==> config.mk <==
export PLATFORM = sky130hd
export DESIGN_NAME = inst_fetch_queue_flat
export DESIGN_NICKNAME = d
export VERILOG_FILES = /design/src/rtl/inst_fetch_queue_if.sv /design/src/rtl/inst_fetch_queue.sv /design/src/flat_wrapper.sv
export SDC_FILE = /design/constraint.sdc
export NUM_CORES = 1
export LEC_CHECK = 0
export BUFFER_PORTS_ARGS = -buffer_cell sky130_fd_sc_hd__buf_4
export CORE_MARGIN = 8
export CORE_UTILIZATION = 55
export CTS_BUF_LIST = sky130_fd_sc_hd__clkbuf_4
export DETAILED_ROUTE_END_ITERATION = 7
export PLACE_DENSITY_LB_ADDON = 0.25
export RECOVER_POWER = 25
export SLEW_MARGIN = 20
export SYNTH_ARGS = -nofsm -noshare
export SYNTH_HDL_FRONTEND = slang
export SYNTH_SLANG_ARGS = --single-unit
==> constraint.sdc <==
create_clock -name clk -period 22.2 [get_ports clk]
set_clock_uncertainty 0.15 [all_clocks]
set_input_delay 1.11 -clock clk [delete_from_list [all_inputs] [get_ports clk]]
set_output_delay 1.11 -clock clk [all_outputs]
set_load 0.05 [all_outputs]
==> src/rtl/inst_fetch_queue_if.sv <==
// Fetch-queue bundle: IF fetch handshake, inst-SRAM response, ID head, flush.
// master = IF/ID side driving fetch/flush/out_ready; slave = the queue.
interface inst_fetch_queue_if #(
    parameter int DEPTH  = 4,
    parameter int PC_W   = 32,
    parameter int INST_W = 32
);
    localparam int CNT_W = $clog2(DEPTH) + 1;

    logic              fetch_fire;
    logic [PC_W-1:0]   fetch_pc;
    logic [INST_W-1:0] inst_sram_rdata;
    logic              fetch_ready;
    logic              out_valid;
    logic [PC_W-1:0]   out_pc;
    logic [INST_W-1:0] out_inst;
    logic              out_ready;
    logic              flush;
    logic              ds_keep;
    logic [CNT_W-1:0]  count;

    modport master (
        output fetch_fire, fetch_pc, inst_sram_rdata,
        output out_ready, flush, ds_keep,
        input  fetch_ready, out_valid, out_pc, out_inst, count
    );

    modport slave (
        input  fetch_fire, fetch_pc, inst_sram_rdata,
        input  out_ready, flush, ds_keep,
        output fetch_ready, out_valid, out_pc, out_inst, count
    );
endinterface

==> src/rtl/inst_fetch_queue.sv <==
// IF->ID instruction buffer: captures the 1-cycle SRAM response into a
// DEPTH-entry {pc,inst} ring; ports: clk, rst (async high), bus (slave).
module inst_fetch_queue #(
    parameter int DEPTH  = 4,
    parameter int PC_W   = 32,
    parameter int INST_W = 32
) (
    input logic              clk,
    input logic              rst,
    inst_fetch_queue_if.slave bus
);
    localparam int PTR_W = $clog2(DEPTH);
    localparam int CNT_W = PTR_W + 1;
    localparam int ENT_W = PC_W + INST_W;

    logic [ENT_W-1:0] mem_q [DEPTH];

    logic [PTR_W-1:0] head_q, head_d;
    logic [PTR_W-1:0] tail_q, tail_d;
    logic [CNT_W-1:0] count_q, count_d;
    logic             pend_v_q, pend_v_d;
    logic [PC_W-1:0]  pend_pc_q, pend_pc_d;

    logic             push, pop, wr_en;
    logic [CNT_W-1:0] remain;
    logic [PTR_W-1:0] keep_idx;

    assign push = pend_v_q;
    assign pop  = bus.out_valid && bus.out_ready;

    // Entries surviving this cycle's pop; the oldest one sits at keep_idx.
    assign remain   = count_q - CNT_W'(pop);
    assign keep_idx = head_q + PTR_W'(pop);

    always_comb begin
        head_d    = head_q + PTR_W'(pop);
        tail_d    = tail_q + PTR_W'(push);
        count_d   = count_q + CNT_W'(push) - CNT_W'(pop);
        pend_v_d  = bus.fetch_fire;
        pend_pc_d = bus.fetch_fire ? bus.fetch_pc : pend_pc_q;
        wr_en     = push;

        if (bus.flush) begin
            pend_v_d = 1'b0;
            wr_en    = 1'b0;
            if (!bus.ds_keep) begin
                head_d  = '0;
                tail_d  = '0;
                count_d = '0;
            end else if (remain != '0) begin
                // Oldest queued entry becomes the lone delay slot.
                head_d  = keep_idx;
                tail_d  = keep_idx + PTR_W'(1);
                count_d = CNT_W'(1);
            end else if (push) begin
                wr_en   = 1'b1;
                head_d  = tail_q;
                tail_d  = tail_q + PTR_W'(1);
                count_d = CNT_W'(1);
            end else begin
                // Delay slot is still in flight: let its response land.
                head_d   = tail_q;
                tail_d   = tail_q;
                count_d  = '0;
                pend_v_d = bus.fetch_fire;
            end
        end
    end

    always_ff @(posedge clk or posedge rst) begin
        if (rst) begin
            head_q    <= '0;
            tail_q    <= '0;
            count_q   <= '0;
            pend_v_q  <= 1'b0;
            pend_pc_q <= '0;
        end else begin
            head_q    <= head_d;
            tail_q    <= tail_d;
            count_q   <= count_d;
            pend_v_q  <= pend_v_d;
            pend_pc_q <= pend_pc_d;
        end
    end

    // Array content is intentionally not reset.
    always_ff @(posedge clk) begin
        if (wr_en) begin
            mem_q[tail_q] <= {pend_pc_q, bus.inst_sram_rdata};
        end
    end

    // Ignores a same-cycle pop so fetch_ready stays purely registered;
    // an in-flight response therefore always finds a free slot.
    assign bus.fetch_ready =
        ({1'b0, count_q} + (CNT_W + 1)'(pend_v_q)) < (CNT_W + 1)'(DEPTH);

    assign bus.out_valid = (count_q != '0);
    assign {bus.out_pc, bus.out_inst} = mem_q[head_q];
    assign bus.count = count_q;
endmodule
==> src/flat_wrapper.sv <==
// flat-port wrapper written by rule: the top's interface ports become plain ports
module inst_fetch_queue_flat 
#(
    parameter int DEPTH  = 4,
    parameter int PC_W   = 32,
    parameter int INST_W = 32
)
  (clk, rst, bus_fetch_fire, bus_fetch_pc, bus_inst_sram_rdata, bus_out_ready, bus_flush, bus_ds_keep, bus_fetch_ready, bus_out_valid, bus_out_pc, bus_out_inst, bus_count);
  inst_fetch_queue_if #(.DEPTH(DEPTH), .PC_W(PC_W), .INST_W(INST_W)) bus_i ();
  input logic clk;
  input logic rst;
  input wire logic [$bits(bus_i.fetch_fire)-1:0] bus_fetch_fire;
  input wire logic [$bits(bus_i.fetch_pc)-1:0] bus_fetch_pc;
  input wire logic [$bits(bus_i.inst_sram_rdata)-1:0] bus_inst_sram_rdata;
  input wire logic [$bits(bus_i.out_ready)-1:0] bus_out_ready;
  input wire logic [$bits(bus_i.flush)-1:0] bus_flush;
  input wire logic [$bits(bus_i.ds_keep)-1:0] bus_ds_keep;
  output wire logic [$bits(bus_i.fetch_ready)-1:0] bus_fetch_ready;
  output wire logic [$bits(bus_i.out_valid)-1:0] bus_out_valid;
  output wire logic [$bits(bus_i.out_pc)-1:0] bus_out_pc;
  output wire logic [$bits(bus_i.out_inst)-1:0] bus_out_inst;
  output wire logic [$bits(bus_i.count)-1:0] bus_count;
  assign bus_i.fetch_fire = bus_fetch_fire;
  assign bus_i.fetch_pc = bus_fetch_pc;
  assign bus_i.inst_sram_rdata = bus_inst_sram_rdata;
  assign bus_i.out_ready = bus_out_ready;
  assign bus_i.flush = bus_flush;
  assign bus_i.ds_keep = bus_ds_keep;
  assign bus_fetch_ready = bus_i.fetch_ready;
  assign bus_out_valid = bus_i.out_valid;
  assign bus_out_pc = bus_i.out_pc;
  assign bus_out_inst = bus_i.out_inst;
  assign bus_count = bus_i.count;
  inst_fetch_queue #(.DEPTH(DEPTH), .PC_W(PC_W), .INST_W(INST_W)) u_core (.clk(clk), .rst(rst), .bus(bus_i));
endmodule
; Yosys cells after proc, flatten, opt, wreduce, memory -nomap -nowiden
; Memory sizes are Yosys's and may differ from the RTL's.
; Cells that the tools add are included.
[op_classes]
mux = 21
magnitude_cmp = 1
eq_ne = 1
n_reduce_logical = 3
addsub = 8
[op_table]
columns = op, count
row1 = $mux 2, 7
row2 = $mux 1, 11
row3 = $mux 3, 3
row4 = $reduce_bool 3->1, 2
row5 = $sub 3x1->3, 2
row6 = $add 2x1->2, 2
row7 = $add 2x1->2 const B, 2
row8 = $add 3x1->4, 1
row9 = $lt 4x3->1 const B, 1
row10 = $ne 4x2->1 const B, 1
row11 = $add 3x1->3, 1
row12 = $logic_and 1x1->1, 1
[totals]
ff_bits = 40
memories = 1
mem_bits_rw = 256
output_inout_bits = 69
wordCells = 40
[memory_table]
columns = memory, words, word_bits, read_ports, rd_ports_with_merged_regs, wr, line
row1 = u_core.mem_q, 4, 64, 1, 0, 1, inst_fetch_queue.sv:16  ; logic [ENT_W-1:0] mem_q [DEPTH];

; Logic depth before layout (Yosys ltp)
; Gate-level depths: netlist (run 1).
[logic_depth]
ltp_word = 9
ltp_mapped = 9
depth_no_buf = 9

; Worst setup path after synthesis (run 1)
; No wires, ideal clock.
[synth_timing]
path_kind = register -> register
start = register u_core.count_q[1], in the netlist u_core.bus.count[1]
end = memory u_core.mem_q[1][0] in the netlist's numbering, enable pin
n_path_buf = 0
period_less_slack_ns = 7.798
required_ns = 21.472
path_stages_with_launch = 8
setup_slack_ns = 14.402
t_arrival_ns = 7.070
cell_sequence = dfrtp_1 -> or3_2 -> and2_1 -> ha_1 -> and2b_1 -> nand3_1 -> a21bo_2 -> nor3b_1
[synth_via]
elab_chain_len = 9
[synth_lines]
columns = item, line
row1 = start: declaration, inst_fetch_queue.sv:20  ; logic [CNT_W-1:0] count_q, count_d;
row2 = start signal: assignment, inst_fetch_queue.sv:80  ; count_q <= count_d;
row3 = $reduce_bool 3->1, inst_fetch_queue.sv:98  ; assign bus.out_valid = (count_q != '0);
row4 = net bus_out_valid, flat_wrapper.sv:19  ; output wire logic [$bits(bus_i.out_valid)-1:0] bus_out_valid;
row5 = $logic_and 1x1->1, inst_fetch_queue.sv:29  ; assign pop = bus.out_valid && bus.out_ready;
row6 = $sub 3x1->3, inst_fetch_queue.sv:32  ; assign remain = count_q - CNT_W'(pop);
row7 = $reduce_bool 3->1, inst_fetch_queue.sv:50  ; end else if (remain != '0) begin
row8 = $mux 1, inst_fetch_queue.sv:50
row9 = $mux 1, inst_fetch_queue.sv:46  ; if (!bus.ds_keep) begin
row10 = $mux 1, inst_fetch_queue.sv:43  ; if (bus.flush) begin
row11 = $mux 1, inst_fetch_queue.sv:88  ; if (wr_en) begin
row12 = $mux 1 (not written as such), inst_fetch_queue.sv:89  ; mem_q[tail_q] <= {pend_pc_q, bus.inst_sram_rdata};
row13 = end: declaration, inst_fetch_queue.sv:16
; The timed path passes the listed nets, and every way through them passes these cells.

; Worst setup path after layout (run 1)
[layout_timing]
start = register u_core.count_q[1], in the netlist u_core.bus.count[1]
end = memory u_core.mem_q[1][11] in the netlist's numbering, enable pin
[layout_via]
elab_chain_len = 9
[layout_lines]
columns = item, line
row1 = $reduce_bool 3->1, inst_fetch_queue.sv:98
row2 = $logic_and 1x1->1, inst_fetch_queue.sv:29
row3 = $sub 3x1->3 *, inst_fetch_queue.sv:32
row4 = $reduce_bool 3->1 *, inst_fetch_queue.sv:50
row5 = $mux 1 *, inst_fetch_queue.sv:50
row6 = $mux 1 *, inst_fetch_queue.sv:46
row7 = $mux 1 *, inst_fetch_queue.sv:43
row8 = $mux 1 *, inst_fetch_queue.sv:88
row9 = $mux 1 (not written as such) *, inst_fetch_queue.sv:89
; Every way passes the cells marked *; elsewhere a longest branch is shown, timed or not.

==> results_dict.tcl, run 1 <==
set metrics [dict create \
    die_y_um 157.4 \
    synth_cell_types 35 \
    critical_path.top_delay_family "simple AND/OR/NAND/NOR gates" \
    p_clk_share_pct 25.7 \
    fp.dieW_um 157.4 \
    worst_setup_path_end_kind "register" \
    swShare_pct 35.59 \
    p_int_mw 1.123 \
    pwr-share-seq_pct 40.8 \
    setup_tns_ns 0 \
    async_flop_share_pct 13.51 \
    netlist_area_mm2 0.01100 \
    h-tree-depth 3 \
    cts_buffer_depth 3 \
    rsz0062_at_grt "false" \
    cts.sinks 296 \
    core-area_mm2 0.01953 \
    drive_above_1_share_pct 49.52 \
    r2r_setup_slack_ns 17.86 \
    fp-row-count 51 \
    path_class "reg2reg" \
    synth-seq-area-share_pct 79.01 \
    timing.final.hold_violations 0 \
    status "finished, final reports clean" \
    yosysTopAreaCell "edfxtp_1" \
    fin_util_pct 67.94 \
    dr.pass1.iters 4 \
    dp.cells 858 \
    routedWlPerCell_um 21.10 \
    tightestPinTransition_ns 1.072 \
    cp-start-kind "register" \
    synth_nets 548 \
    cp.depth 8 \
    crit_start "u_core.bus.count[1]" \
    cts_tree "done" \
    cts_made_buffers 72 \
    worstPathCellList "or3_2, and2_1, ha_1, and2b_1, nand3_1, a21bo_2, nor3b_2, buf_4" \
    design_area_mm2 0.01327 \
    nFillCells 1322 \
    overflow 0 \
    timing.rr.start "u_core.bus.count[1]" \
    area_growth_pct 20.64 \
    leakage_nw 4.675 \
    vias_per_cell 5.424 \
    yosys_register_bits 296 \
    finalSetupViolCount 0 \
    drcViolationCount 0 \
    pwr_density_cell_mw_per_mm2 131.4 \
    cts_setup_buffers 0 \
    synth.avg_cell_area_um2 23.35 \
    switching_power_mw 0.6206 \
    clock-root-buffer "clkbuf_4" \
    cp_max_fo 52 \
    grt_pass1_vias 6113 \
    period_minus_slack_ns 4.335 \
    grt_pass1_wl_um 32300 \
    grt_max_degree 66 \
    synth_cells 471 \
    rr_endpoint "u_core.mem_q[1][11]" \
    numPortBuffers 138 \
    drv_slew 0 \
    die_area_mm2 0.02477 \
    fmax_ghz 0.2307 \
    ir_drop_mv 0.08968 \
    num_vias 5375 \
    power_frac_comb_pct 33.5 \
    worst-r2r-cell-count 8 \
    start_util_pct 56.32 \
    wl_um 20910 \
    endpoint "u_core.mem_q[1][11]" \
    cts_hold_buf 0 \
    cp_data_arrival_time_ns 4.41 \
    max-slew-margin-rel_pct 28.16 \
    clk_latency_ns 0.60 \
    ys.warnings.count 0 \
    cap_violations 0 \
    io_pins 139 \
    finalNetCount 744 \
    synthTopCellsByArea "edfxtp_1 70%, mux4_2 13%, dfrtp_1 9.1%" \
    ctsResizeCount 0 \
    hp-class "reg2reg" \
    grtUsageTotal_pct 17.27 \
    path_clk_slew_ns 0.07 \
    post_dp_cell_area_mm2 0.01234 \
    synth-edff-count 256 \
    ys.flop_type "edfxtp_1" \
    max_stage_delay_ns 0.88 \
    path_buf_inv 1 \
    postRouteAntennaNets 0 \
    antenna_found_initial 1 \
    power.total_mw 1.744 \
    worstPathRequired_ns 22.28 \
    drt_iter0_markers 430 \
    instances_no_fill 991 \
    place.gp.congestion 0.7333 \
    yosys.area.top_type_share_pct 69.91 \
    crit_slowest_cell "nor3b_2" \
    finalCritPeriodShare_pct 19.53 \
    dp_hpwl_um 12310 \
]
-- layout make-up --
cell class	count	area, um2	share of cell area [%]
sequential	296	8696	65.55
clock inverter	13	76.32	0.5753
antenna	1	2.502	0.01886
multi-input combinational	146	2216	16.70
tap	265	331.6	2.499
timing repair buffer	143	1021	7.696
inverter	8	30.03	0.2264
clock buffer	119	893.4	6.734
-- how the worst min path moves through the flow --
stage	cells after the start	endpoint	slack [ns]	startpoint
finish	0	u_core.mem_q[1][32]	0.35	u_core.pend_pc_q[0]
global route	0	u_core.mem_q[3][58]	0.37	u_core.pend_pc_q[26]
CTS	0	u_core.mem_q[1][58]	0.35	u_core.pend_pc_q[26]
detailed placement	0	u_core.mem_q[1][58]	0.35	u_core.pend_pc_q[26]
global placement	0	u_core.mem_q[0][35]	0.33	u_core.pend_pc_q[3]
floorplan	0	u_core.mem_q[0][32]	0.32	u_core.pend_pc_q[0]
-- state kept, by name, summed over array words and instances (netlist names) --
name,count
u_core.mem_q,256
u_core.pend_pc_q,32
u_core.bus.count,3
u_core.head_q,2
u_core.tail_q,2
u_core.pend_v_q,1
-- placed cells by master, fill, tap and decap left out, types with 3 or more instances in the layout --
cell type	n
edfxtp_1	256
nor2_1	4
o21ai_0	3
clkinv_1	10
mux2_2	32
xnor2_1	4
inv_1	7
mux4_2	64
ha_1	6
clkbuf_4	119
dfrtp_1	38
clkbuf_1	14
buf_4	129
-- power by group through the flow --
stage                     Sequential, mW  Clock [mW]  Combinational, mW
after detailed placement           0.725           0              0.592
after global routing               0.719       0.492              0.613
after global placement             0.719           0              0.586
final                              0.711       0.449              0.584
after CTS                          0.713       0.464              0.594
after floorplan                    0.692           0              0.450
-- stage by stage --
stage	worst slack (ns)	hold slack, ns
CTS	17.77	0.3539
floorplan	14.40	0.3224
finish	17.86	0.3485
global placement	17.70	0.3334
detailed placement	17.60	0.3501
global route	17.59	0.3681
-- worst reg2reg max path, delay by kind of cell, from the launching register on --
kind | cells | cell delay, ns
AOI/OAI and AO/OA | 1 | 0.29
adders and majority gates | 1 | 0.30
buffers and inverters | 1 | 0.78
DFF | 1 | 0.46
and+or+nand+nor | 5 | 1.95
-- kinds of logic after synthesis --
logic type	synth area share, %
AOI/OAI and AO/OA	0.9101
xor gates and xnor gates	0.4665
adders and majority gates	0.8647
buffers and inverters	1.104
DFF	79.01
muxes	16.38
and+or+nand+nor	1.263
-- routing by layer --
| metal | part of all wire [%] | global-route usage (%) |
|---|---|---|
| met1 | 41 | 20.98 |
| met2 | 50 | 28.75 |
| met3 | 8.0 | 5.786 |
| met4 | 0.85 | 5.712 |
| met5 | 0 | 0 |
-- cells in the mapped netlist, types with 3 or more instances --
library cell,number
mux4_2,64
mux2_2,32
ha_1,6
clkbuf_1,9
edfxtp_1,256
nor2_1,5
inv_1,8
xnor2_1,4
o21ai_0,3
buf_2,10
dfrtp_1,40
Note: power is estimated with default switching activity, not from simulation.
==> inputs of run 2 (changes only) <==
--- a/config.mk
+++ b/config.mk
@@ -5,6 +5,7 @@
 export SDC_FILE = /design/constraint.sdc
 export NUM_CORES = 1
 export LEC_CHECK = 0
+export ABC_AREA = 1
 export BUFFER_PORTS_ARGS = -buffer_cell sky130_fd_sc_hd__buf_4
 export CORE_MARGIN = 8
 export CORE_UTILIZATION = 55
==> constraint.sdc (replaced) <==
create_clock -name clk -period 4.4 [get_ports clk]
set_clock_uncertainty 0.15 [all_clocks]
set_input_delay 0.22 -clock clk [delete_from_list [all_inputs] [get_ports clk]]
set_output_delay 0.22 -clock clk [all_outputs]
set_load 0.05 [all_outputs]
==> results_dict.tcl, run 2 <==
set metrics [dict create \
    synth_cell_types 27 \
    drcViolationCount 0 \
    dp_hpwl_um 13710 \
    finalCritPeriodShare_pct 76.73 \
    worstPathRequired_ns 4.03 \
    yosysMostFrequentCell "edfxtp_1" \
    dr.pass1.iters 5 \
    h-tree-depth 3 \
    cp_data_arrival_time_ns 3.01 \
    nFillCells 1430 \
    io_pins 139 \
    synthTopCellsByArea "edfxtp_1 68%, dfrtp_1 8.9%, o21ai_0 5.0%" \
    rr_endpoint "u_core.mem_q[0][1]" \
    drv_slew 0 \
    cts_tree "done" \
    synth-seq-area-share_pct 77.22 \
    ctsResizeCount 0 \
    grtUsageTotal_pct 20.03 \
    period_minus_slack_ns 3.376 \
    pwr_density_cell_mw_per_mm2 650.0 \
    worstPathCellList "buf_4, o21ai_0, o22ai_1, buf_4" \
    power.total_mw 9.322 \
    postRouteAntennaNets 0 \
    yosys_register_bits 296 \
    cts_made_buffers 72 \
    layout_commonest_cell "edfxtp_1" \
    timing.rr.start "u_core.bus.count[1]" \
    vias_per_cell 5.383 \
    crit_start "u_core.head_q[0]" \
    whs_path_depth 5 \
    synth-edff-count 256 \
    synth_cells 836 \
    clk_latency_ns 0.65 \
    final_cell_mix "256 x edfxtp_1, 130 x nor2_1, 117 x buf_4" \
    path_clk_slew_ns 0.06 \
    crit_slowest_cell "buf_4" \
    fp.dieW_um 159.0 \
    synth.avg_cell_area_um2 13.46 \
    yosys.area.top_type_share_pct 68.33 \
    worst-r2r-cell-count 11 \
    numPortBuffers 138 \
    async_flop_share_pct 13.51 \
    ir_drop_mv 0.5366 \
    cp-start-kind "register" \
    wl_um 25870 \
    area_growth_pct 27.47 \
    yosys-top-cells-count "256 x edfxtp_1, 130 x nor2_1, 113 x o21ai_0" \
    largest_reg_flops 256 \
    largest-register "u_core.mem_q" \
    drive_above_1_share_pct 21.48 \
    hold_end "u_core.bus.count[1]" \
    max-slew-margin-rel_pct 29.35 \
    finalNetCount 1187 \
    die_y_um 159.0 \
    grt_pass1_vias 7958 \
    num_vias 7724 \
    clock-root-buffer "clkbuf_4" \
    cts_buffer_depth 3 \
    fp-row-count 52 \
    grt_pass1_wl_um 40610 \
    start_util_pct 55.78 \
    rsz0062_at_grt "false" \
    drt_iter0_markers 546 \
    overflow 0 \
    ys.warnings.count 0 \
    core-area_mm2 0.02017 \
    die_area_mm2 0.02529 \
    cts.sinks 296 \
    yosysTopAreaCell "edfxtp_1" \
    crit_top_cell "buf_4" \
    path_class "reg2out" \
    finalSetupViolCount 0 \
    hp-class "in2reg" \
    tightestPinTransition_ns 1.060 \
    max_stage_delay_ns 0.84 \
    netlist_area_mm2 0.01125 \
    ys.flop_type "edfxtp_1" \
    cts_setup_buffers 0 \
    r2r_setup_slack_ns 1.05 \
    hp-start "bus_out_ready" \
    routedWlPerCell_um 18.03 \
    cts_hold_buf 99 \
    cp_max_fo 108 \
    grt_max_degree 109 \
    setup_tns_ns 0 \
    leakage_nw 5.362 \
    antenna_found_initial 1 \
    place.gp.congestion 0.8033 \
    worst_setup_path_end_kind "primary output" \
    status "finished, final reports clean" \
    fmax_ghz 0.2962 \
    timing.final.hold_violations 0 \
    cap_violations 0 \
    synth_nets 913 \
]
-- run 2: stage by stage --
step,cells,utilization (%),setup WS (ns),hold slack [ns],instance area [um2]
floorplan,836,-,0.06557,0.1689,11310
global placement,1207,62.25,1.085,0.2706,12550
detailed placement,1207,62.25,1.047,0.2733,12550
CTS,1434,71.68,1.027,0.05869,14460
global route,1435,71.10,0.7936,0.1159,14340
finish,1435,71.10,1.024,0.08920,14340
-- run 2: worst max path at each step --
| stage | depth (start not counted) | slack [ns] | end |
|---|---|---|---|
| 6_report | 4 | 1.02 | bus_out_pc[31] |
| 3_5_place_dp | 11 | 1.05 | u_core.mem_q[0][26] |
| 5_1_grt | 5 | 0.79 | bus_out_inst[12] |
| 4_1_cts | 11 | 1.03 | u_core.mem_q[0][39] |
| 2_1_floorplan | 10 | 0.07 | u_core.mem_q[1][0] |
| 3_3_place_gp | 11 | 1.09 | u_core.mem_q[0][31] |
-- run 2: cell families (layout without fill, tap and decap cells) --
group | Yosys count | after routing | share of synthesized area (%)
flops | 296 | 296 | 77.22
xor+xnor | 3 | 3 | 0.2336
simple gates | 260 | 260 | 9.186
fa+ha+maj | 7 | 7 | 0.8452
compound gates | 205 | 205 | 9.864
other cells | 0 | 1 | 0
buf+inv | 65 | 393 | 2.647
-- run 2: worst max-delay path: cells and delay by family (launching register included) --
| family | cells | cell delay [ns] |
|---|---|---|
| buffers and inverters | 2 | 1.11 |
| flip-flops | 1 | 0.59 |
| AO/OA/AOI/OAI | 2 | 0.57 |
-- run 2: power breakdown --
| part | total, mW | internal, mW | switching, mW |
|---|---|---|---|
| Combinational | 3.69 | 1.01 | 2.68 |
| Sequential | 3.44 | 3.29 | 0.145 |
| Clock | 2.19 | 1.16 | 1.03 |
| Total | 9.32 | 5.46 | 3.86 |
-- run 2: layer usage --
metal / share of wire, % / vias to the layer above / GRT usage, %
li1: - / 3629 / -
met1: 41 / 3756 / 24.50
met2: 50 / 303 / 33.04
met3: 7.9 / 36 / 5.998
met4: 1.9 / 0 / 7.804
met5: 0 / - / 0
-- run 2: final cells by class --
type | count | area [um2] | area share, %
diodes | 1 | 2.502 | 0.01745
clock buffers | 105 | 788.3 | 5.496
clock inverters | 23 | 123.9 | 0.8637
inverters | 16 | 63.81 | 0.4449
multi-input cells | 475 | 2322 | 16.19
flip-flops and latches | 296 | 8693 | 60.62
well taps | 270 | 337.8 | 2.356
repair buffers | 249 | 2009 | 14.01
==> inputs of run 3 (changes only) <==
--- a/config.mk
+++ b/config.mk
@@ -8,7 +8,7 @@
 export ABC_AREA = 1
 export BUFFER_PORTS_ARGS = -buffer_cell sky130_fd_sc_hd__buf_4
 export CORE_MARGIN = 8
-export CORE_UTILIZATION = 55
+export CORE_UTILIZATION = 54
 export CTS_BUF_LIST = sky130_fd_sc_hd__clkbuf_4
 export DETAILED_ROUTE_END_ITERATION = 7
 export PLACE_DENSITY_LB_ADDON = 0.25
==> constraint.sdc (replaced) <==
create_clock -name clk -period 3 [get_ports clk]
set_clock_uncertainty 0.15 [all_clocks]
set_input_delay 0.15 -clock clk [delete_from_list [all_inputs] [get_ports clk]]
set_output_delay 0.15 -clock clk [all_outputs]
set_load 0.05 [all_outputs]
==> results_dict.tcl, run 3 (synthesis results as in run 2) <==
set metrics [dict create \
    pwr_density_cell_mw_per_mm2 956.7 \
    antenna_found_initial 1 \
    timing.rr.start "u_core.bus.count[1]" \
    ir_drop_mv 0.9506 \
    num_vias 7686 \
    leakage_nw 5.440 \
    worst_setup_path_end_kind "register" \
    dp.cells 1215 \
    largest-register "u_core.mem_q" \
    worstPathRequired_ns 3.15 \
    max_stage_delay_ns 0.53 \
    cp-start-kind "register" \
    numPortBuffers 138 \
    path_buf_inv 3 \
    cts.sinks 296 \
    path_clk_slew_ns 0.07 \
    clock-root-buffer "clkbuf_4" \
    place.gp.congestion 0.7874 \
    finalSetupViolCount 0 \
    vias_per_cell 5.312 \
    critical_path.top_delay_family "simple AND/OR/NAND/NOR gates" \
    cp_data_arrival_time_ns 2.97 \
    fmax_ghz 0.3547 \
    dr.pass1.iters 5 \
    power.total_mw 13.92 \
    instances_no_fill 1447 \
    grtUsageTotal_pct 20.03 \
    start_util_pct 54.20 \
    grt_pass1_wl_um 41180 \
    area_growth_pct 29.37 \
    h-tree-depth 3 \
    period_minus_slack_ns 2.819 \
    grt_pass1_vias 8007 \
    fin_util_pct 70.12 \
    final_cell_mix "256 x edfxtp_1, 130 x nor2_1, 114 x buf_4" \
    cts_buffer_depth 3 \
    ctsResizeCount 0 \
    largest_reg_flops 256 \
    cts_tree "done" \
    drive_above_1_share_pct 22.91 \
    dp_hpwl_um 13830 \
    rsz0062_at_grt "false" \
    routedWlPerCell_um 17.56 \
    timing.final.hold_violations 0 \
    finalCritPeriodShare_pct 93.98 \
    die_area_mm2 0.02571 \
    overflow 0 \
    core-area_mm2 0.02076 \
    crit_start "u_core.bus.count[1]" \
    drv_slew 0 \
    postRouteAntennaNets 0 \
    die_y_um 160.3 \
    max-slew-margin-rel_pct 37.82 \
    fp-row-count 53 \
    clk_latency_ns 0.64 \
    layout_commonest_cell "edfxtp_1" \
    cp_max_fo 41 \
    drt_iter0_markers 639 \
    cap_violations 0 \
    cts_setup_buffers 0 \
    hp-class "in2async" \
    finalNetCount 1191 \
    status "finished, final reports clean" \
    path_class "reg2reg" \
    tightestPinTransition_ns 0.9313 \
    io_pins 139 \
    crit_slowest_cell "dfrtp_4" \
    worstPathCellList "inv_2, nand3_4, and2_4, ha_4, inv_2, nor2_4, nand3_4, o21ai_2, nand2_4, nor3_4, buf_12" \
    cts_made_buffers 71 \
    wl_um 25410 \
    grt_max_degree 77 \
    fp.dieW_um 160.3 \
    drcViolationCount 0 \
]
[run 3: changes by cell type in the layout (fill, tap and decap cells not counted), sizes merged]
cell         delta
clkbuf          +8
clkinv          -8
buf             +3
dlygate4sd3     +2
bufinv          +1
diode           +1
[run 3: layout make-up]
cell class                 count  area (um2)
sequential                   296        8700
fill                        1453        6201
multi-input combinational    475        2349
timing repair buffer         254        2127
clock buffer                 113       848.3
tap                          275       344.1
clock inverter                16       120.1
inverter                      16       62.56
antenna                        2       5.005
[run 3: per-stage QoR]
step / setup slack (ns) / cell area (um2) / hold slack, ns / setup TNS (ns)
6_report: 0.1807 / 14560 / 0.1467 / 0
5_1_grt: 0.04118 / 14550 / 0.1305 / 0
4_1_cts: 0.1854 / 14670 / 0.02294 / 0
3_5_place_dp: 0.2116 / 12690 / 0.2046 / 0
3_3_place_gp: 0.2476 / 12690 / 0.1999 / 0
2_1_floorplan: -1.035 / 11340 / 0.09887 / -255.96
[run 3: per-layer routing]
metal / track usage (%) / share of wire [%] / up-vias
met5: 0 / 0 / -
met4: 8.284 / 2.0 / 0
met3: 5.298 / 7.0 / 36
met2: 33.07 / 49 / 272
met1: 24.78 / 42 / 3721
li1: - / - / 3657
[run 3: repair_timing]
item	in CTS	in global routing
setup endpoints to repair	0	0
hold endpoints to repair	208	0
hold buffers	101	0
[run 3: path summary, 6_finish.rpt]
path                                  endpoint  slack (ns)  cells past startpoint
max in group asynchronous     u_core.head_q[0]        1.86                      3
min in group clk            u_core.mem_q[0][6]        0.16                      2
hold reg to reg            u_core.mem_q[0][35]        0.36                      0
setup reg to reg           u_core.mem_q[1][24]        0.18                     11
setup / recovery           u_core.mem_q[1][24]        0.18                     11
hold / removal             u_core.pend_pc_q[9]        0.15                      3
[run 3: where the power goes]
group / internal [mW] / switching (mW)
Clock: 1.88 / 1.49
Sequential: 4.84 / 0.179
Combinational: 1.56 / 3.97
[run 3: worst reg2reg max path, stage by stage (launching register included)]
cell and delay [ns]:
dfrtp_4 0.53, inv_2 0.08, nand3_4 0.07, and2_4 0.16, ha_4 0.26, inv_2 0.04, nor2_4 0.15, nand3_4 0.14
o21ai_2 0.18, nand2_4 0.12, nor3_4 0.29, buf_12 0.30
